### config.mk
export PLATFORM = sky130hd
export DESIGN_NAME = conv_window_ctrl
export DESIGN_NICKNAME = d
export VERILOG_FILES = /design/src/rtl/conv_pkg.sv /design/src/rtl/frame_pos_counter.sv /design/src/rtl/conv_window_ctrl.sv
export SDC_FILE = /design/constraint.sdc
export NUM_CORES = 1
export LEC_CHECK = 0
export BUFFER_PORTS_ARGS = -buffer_cell sky130_fd_sc_hd__clkbuf_2
export CAP_MARGIN = 5
export CELL_PAD_IN_SITES_DETAIL_PLACEMENT = 0
export CELL_PAD_IN_SITES_GLOBAL_PLACEMENT = 1
export CORE_MARGIN = 1.5
export CORE_UTILIZATION = 44
export CTS_BUF_LIST = sky130_fd_sc_hd__clkbuf_2
export CTS_CLUSTER_DIAMETER = 120
export DETAILED_ROUTE_END_ITERATION = 12
export PLACE_DENSITY = 0.8
export SLEW_MARGIN = 10
export SYNTH_ARGS = -nofsm -noshare
export SYNTH_HDL_FRONTEND = slang
export SYNTH_HIERARCHICAL = 1
export SYNTH_SLANG_ARGS = --single-unit
export TNS_END_PERCENT = 20
### constraint.sdc
create_clock -name clk -period 3.93 [get_ports clk]
set_input_delay 0.393 -clock clk [delete_from_list [all_inputs] [get_ports clk]]
set_output_delay 0.393 -clock clk [all_outputs]
set_load 0.02 [all_outputs]
### src/rtl/conv_pkg.sv
// Shared types and defaults for the conv window sequencing blocks.
package conv_pkg;

    localparam int DEF_DIM_W     = 16;
    localparam int DEF_CNT_W     = 32;
    localparam int DEF_MAX_WIDTH = 8192;
    localparam int MIN_DIM       = 3;

    typedef enum logic [1:0] {
        IDLE,
        CLEAR,
        STREAM,
        DONE
    } ctrl_state_t;

endpackage

### src/rtl/frame_pos_counter.sv
// Column/row position tracker over a latched frame size, with last-pixel detect.
// Geometry is captured on i_load so live config changes never disturb a running frame.
module frame_pos_counter
    import conv_pkg::*;
#(
    parameter int DIM_W = DEF_DIM_W
) (
    input  logic             clk,
    input  logic             rst,
    input  logic             i_load,
    input  logic [DIM_W-1:0] i_width,
    input  logic [DIM_W-1:0] i_height,
    input  logic             i_advance,
    output logic [DIM_W-1:0] o_col,
    output logic [DIM_W-1:0] o_row,
    output logic [DIM_W-1:0] o_width,
    output logic             o_last
);

    logic [DIM_W-1:0] r_width;
    logic [DIM_W-1:0] r_height;
    logic [DIM_W-1:0] r_col;
    logic [DIM_W-1:0] r_row;
    logic             w_col_end;

    assign w_col_end = (r_col == r_width - DIM_W'(1));
    assign o_last    = w_col_end && (r_row == r_height - DIM_W'(1));
    assign o_col     = r_col;
    assign o_row     = r_row;
    assign o_width   = r_width;

    always_ff @(posedge clk) begin
        if (rst) begin
            r_width  <= '0;
            r_height <= '0;
            r_col    <= '0;
            r_row    <= '0;
        end else if (i_load) begin
            r_width  <= i_width;
            r_height <= i_height;
            r_col    <= '0;
            r_row    <= '0;
        end else if (i_advance) begin
            if (o_last) begin
                r_col <= '0;
                r_row <= '0;
            end else if (w_col_end) begin
                r_col <= '0;
                r_row <= r_row + DIM_W'(1);
            end else begin
                r_col <= r_col + DIM_W'(1);
            end
        end
    end

endmodule

### src/rtl/conv_window_ctrl.sv
// Line-buffer sequencer for the 3x3 conv window: clear, stream, window-valid tracking.
// Pixels are written in the same cycle they are accepted; window flags follow one cycle later.
module conv_window_ctrl
    import conv_pkg::*;
#(
    parameter int DIM_W     = DEF_DIM_W,
    parameter int MAX_WIDTH = DEF_MAX_WIDTH,
    parameter int CNT_W     = DEF_CNT_W
) (
    input  logic             clk,
    input  logic             rst,
    input  logic             start,
    input  logic [DIM_W-1:0] cfg_width,
    input  logic [DIM_W-1:0] cfg_height,
    input  logic             cfg_stride2,
    input  logic             in_valid,
    output logic             in_ready,
    output logic             lb_data_valid,
    output logic             lb_rst,
    output logic [CNT_W-1:0] lb_width,
    output logic             win_valid,
    output logic [DIM_W-1:0] win_row,
    output logic [DIM_W-1:0] win_col,
    output logic [CNT_W-1:0] win_count,
    output logic             busy,
    output logic             frame_done,
    output logic             cfg_err
);

    ctrl_state_t      r_state;
    logic             r_stride2;
    logic             r_win_valid;
    logic [DIM_W-1:0] r_win_row;
    logic [DIM_W-1:0] r_win_col;
    logic [CNT_W-1:0] r_win_count;
    logic             r_frame_done;
    logic             r_cfg_err;

    logic             w_in_ready;
    logic             w_accept;
    logic             w_cfg_ok;
    logic             w_load;
    logic [DIM_W-1:0] w_col;
    logic [DIM_W-1:0] w_row;
    logic [DIM_W-1:0] w_width;
    logic             w_last;
    logic [DIM_W-1:0] w_row_m2;
    logic [DIM_W-1:0] w_col_m2;
    logic             w_hit;

    assign w_cfg_ok = (cfg_width >= DIM_W'(MIN_DIM))
                   && (CNT_W'(cfg_width) <= CNT_W'(MAX_WIDTH))
                   && (cfg_height >= DIM_W'(MIN_DIM));
    assign w_load     = (r_state == IDLE) && start && w_cfg_ok;
    assign w_in_ready = (r_state == STREAM);
    assign w_accept   = in_valid && w_in_ready;

    frame_pos_counter #(
        .DIM_W(DIM_W)
    ) u_pos (
        .clk      (clk),
        .rst      (rst),
        .i_load   (w_load),
        .i_width  (cfg_width),
        .i_height (cfg_height),
        .i_advance(w_accept),
        .o_col    (w_col),
        .o_row    (w_row),
        .o_width  (w_width),
        .o_last   (w_last)
    );

    // With stride 2, only even offsets from the first full window are kept.
    assign w_row_m2 = w_row - DIM_W'(2);
    assign w_col_m2 = w_col - DIM_W'(2);
    assign w_hit    = (w_row >= DIM_W'(2)) && (w_col >= DIM_W'(2))
                   && (!r_stride2 || (!w_row_m2[0] && !w_col_m2[0]));

    always_ff @(posedge clk) begin
        if (rst) begin
            r_state      <= IDLE;
            r_stride2    <= 1'b0;
            r_win_valid  <= 1'b0;
            r_win_row    <= '0;
            r_win_col    <= '0;
            r_win_count  <= '0;
            r_frame_done <= 1'b0;
            r_cfg_err    <= 1'b0;
        end else begin
            r_win_valid  <= 1'b0;
            r_frame_done <= 1'b0;
            r_cfg_err    <= 1'b0;
            case (r_state)
                IDLE: begin
                    if (start) begin
                        if (w_cfg_ok) begin
                            r_stride2   <= cfg_stride2;
                            r_win_count <= '0;
                            r_state     <= CLEAR;
                        end else begin
                            r_cfg_err <= 1'b1;
                        end
                    end
                end
                CLEAR: r_state <= STREAM;
                STREAM: begin
                    if (w_accept) begin
                        if (w_hit) begin
                            r_win_valid <= 1'b1;
                            r_win_row   <= w_row_m2 >> r_stride2;
                            r_win_col   <= w_col_m2 >> r_stride2;
                            r_win_count <= r_win_count + CNT_W'(1);
                        end
                        if (w_last) begin
                            r_frame_done <= 1'b1;
                            r_state      <= DONE;
                        end
                    end
                end
                DONE: r_state <= IDLE;
                default: r_state <= IDLE;
            endcase
        end
    end

    assign in_ready      = w_in_ready;
    assign lb_data_valid = w_accept;
    assign lb_rst        = (r_state == CLEAR);
    assign lb_width      = CNT_W'(w_width);
    assign busy          = (r_state != IDLE);
    assign win_valid     = r_win_valid;
    assign win_row       = r_win_row;
    assign win_col       = r_win_col;
    assign win_count     = r_win_count;
    assign frame_done    = r_frame_done;
    assign cfg_err       = r_cfg_err;

endmodule

==> results.tsv <==
stage	metric	value	unit
finish	nets@finish	1220	
worst_setup_path	CP Launch Type	register	
grt	GRT overflow	0	
worst_setup_path	R2R depth	9	
hold_path	Hold Crit Endpoint	r_state[1]	
synth	Mapped Area	0.008519	mm²
clock_tree	CTS clk-pin slew, worst paths	200	ps
route	drt wl/cell	16.11	µm
route	DR vias	8162	
timing	Final Hold Fails	0	
floorplanning	Rows	50	
synth	register area share after synthesis	31.49	%
clock_tree	Resized cells post-CTS	0	
status	status	finished clean	
synth	Post-Synthesis Cells	1052	
floorplanning	Die Span X	142.2	µm
placed_design	GPL Wtd Cong	0.9676	
finish	commonest non-fill, non-tap cells in the layout	clkbuf_2 (141), dfxtp_1 (134), nand2_1 (100), nor2_1 (100), a21oi_1 (70)	
worst_setup_path	Crit path required time	4530	ps
clock_tree	Clock Sink Count	134	
clock_tree	H-Tree Level Count	4	
power	peak supply drop	0.0004052	V
route	met2 wire len	10820	µm
power	Pwr per Cell Area	339.1	mW/mm²
clock_tree	worst skew pair latency	740	ps
floorplanning	IO Pins	140	
floorplanning	Core Box Area	0.01883	mm²
finish	commonest non-fill, non-tap cell in the layout	clkbuf_2	
worst_setup_path	Worst Setup End Kind	register	
worst_setup_path	worst-path maximum fanout	14	
route	DRT Pass-1 Iters	5	
clock_tree	Inserted Clock Buffers	17	
timing	fmax	299.2	MHz
clock_tree	Clock Path Buffers	2	
grt	GRT Overall Usage	22.86	%
route	DRT antenna net count	0	
synth	FF+latch count, synth	134	
route	top layer in use	met4	
synth	Avg Cell Area, Syn	8.098	µm²
placed_design	Placed Area	0.009125	mm²
floorplanning	Die Area	0.02021	mm²
route	via-per-instance ratio	5.645	
floorplanning	die height	142.2	µm
timing	RSZ-0062 raised after global routing	false	
worst_setup_path	slack of the worst reg-to-reg path	590	ps
route	DRC	0	
route	wl on met1	10800	µm
clock_tree	root buf cell	clkbuf_2	
power	Leakage Power	0.003647	µW
placed_design	count of input and output buffers	123	
hold_path	type of the most critical hold path	primary input to register	
flow_run	MaxCap Viol Count	0	
timing	measured slew at the worst slew-check pin	1119	ps
timing	Final Max Tran Viols	0	
hold_path	WHS Path Cells	4	
finish	post-route cell area	0.009703	mm²
finish	proportion of layout cells with a drive suffix above 1	17.55	%
clock_tree	CTS tree	built	
timing	final setup fails	0	
timing	Setup TNS Final	0	ps
synth	Synth area leader	dfxtp_1	
worst_setup_path	Reg-to-Reg End	u_pos/o_row[15]	
grt	first-pass GRT wire length	37150	µm
timing	Final period util	85.03	%
route	final WL	23300	µm
route	drt initial violations	566	
synth	top post-synthesis cells by area	dfxtp_1 (31%), mux2i_1 (5.6%), nand2_1 (4.4%)	
synth	Yosys top cell area share	31.49	%
floorplanning	initial core utilization	45.24	%
grt	pin count of the biggest net entering global routing	56	
route	WL met3	1240	µm
grt	initial antenna violation count	1	
synth	main flop type after synthesis	dfxtp_1	
worst_setup_path	Worst EP arrival	3950	ps
hold_path	Worst Hold Launch	in_valid	
timing	Post-Route Skew	36.59	ps
placed_design	DP Wirelength	16620	µm
worst_setup_path	Critical Path Start	u_pos/r_height[0]	
timing	slew margin rel.	25.41	%
synth	Netlist cell types	79	
worst_setup_path	Setup CP Type	register to register	
grt	vias in the first global route	7298	
synth	Async S/R FF share, synth	0	%
clock_tree	Post-CTS Setup Bufs	0	
finish	area grow syn2layout	13.89	%
timing	post-layout minimum cycle time	3342	ps
synth	number of synthesized flops with an enable pin	0	
worst_setup_path	FF-to-FF Start	u_pos/r_height[0]	
synth	Yosys warning total	6	
-- cell usage after synthesis, drive strengths merged (4+ instances only) --
library cell,count
or4,36
and2,6
and3,13
buf,42
nor4,24
xnor2,34
o2111ai,4
nor2b,6
nand3,44
nor3b,6
and4,13
o22ai,6
dfxtp,134
nand2b,16
mux2i,48
o311ai,4
o31ai,30
nor3,30
o21ai,28
or3,34
xor2,34
or2,6
nand4,24
ha,11
a21oi,80
nand2,100
a211oi,6
o211ai,17
a31oi,4
clkbuf,40
inv,25
nor2,102
a21o,4
-- how the worst max path moves through the flow --
stage	end	slack (ps)	depth (start not counted)
3_5_place_dp	u_pos/o_row[4]	630	9
4_1_cts	u_pos/o_row[15]	600	9
6_report	u_pos/o_row[15]	590	9
2_1_floorplan	r_state[1]	990	12
3_3_place_gp	u_pos/o_row[15]	700	9
5_1_grt	u_pos/o_row[4]	400	9
-- timing repair --
item	CTS	global route
setup endpoints to repair	0	0
hold buffers	35	0
endpoints found under the hold margin	34	0
-- flip-flops by register name, indices dropped and copies added, names as in the netlist --
register        cells
frame_done          1
r_stride2           1
win_row            16
u_pos/o_col        16
r_state             2
win_col            16
u_pos/r_height     16
win_count          32
cfg_err             1
u_pos/o_row        16
u_pos/o_width      16
win_valid           1
-- per-stage QoR --
step                      setup WS [ps]  hold slack, ps  utilization, %  std cells  total power, µW
after global routing              398.0           65.29           51.53       1446             3468
after floorplan                   988.3           480.4               -       1067             2327
after CTS                         597.6           17.71           51.52       1445             3301
after detailed placement          628.8           445.4           48.46       1378             2448
after global placement            698.7           439.1           48.46       1378             2446
final                             588.3           72.08           51.53       1446             3290
-- per-layer routing --
| layer | vias to the layer above | global-route usage (%) |
|---|---|---|
| met1 | 3826 | 30.38 |
| met3 | 34 | 4.273 |
| met2 | 233 | 37.66 |
| met5 | - | 0 |
| li1 | 4069 | - |
| met4 | 0 | 6.891 |
-- power breakdown --
| group | leakage [µW] | internal [µW] | switching (µW) |
|---|---|---|---|
| Sequential | 0.00108 | 1390 | 52.5 |
| Combinational | 0.00243 | 287 | 734 |
| Clock | 0.000133 | 287 | 538 |
| Total | 0.00365 | 1970 | 1320 |
-- cell families after synthesis --
logic type	after synthesis	share of synthesized area (%)
AND/OR/NAND/NOR	468	29.97
AO/OA/AOI/OAI	214	17.26
flip-flops	134	31.49
buffers and inverters	107	6.726
XOR/XNOR	69	7.255
multiplexers	48	5.640
adder cells (fa/ha/maj)	11	1.615
other	1	0.04402
-- final cells by class --
type	count	area (µm²)
antenna	1	2.502
clock buffer	18	90.09
clock inverter	14	135.1
fill	1913	9128
inverter	25	93.84
multi-input combinational	826	5333
sequential	134	2683
tap	260	325.3
timing repair buffer	168	1041
-- worst max-delay path: stages, from the launching register on --
cell and delay, ps:
dfxtp_1 400, inv_1 80, ha_1 330, nor4b_4 360, nand2_1 140, o31a_1 290
or4_1 540, or4_4 550, o21ai_4 470, a21oi_1 80
(Power assumes the default switching activity.)
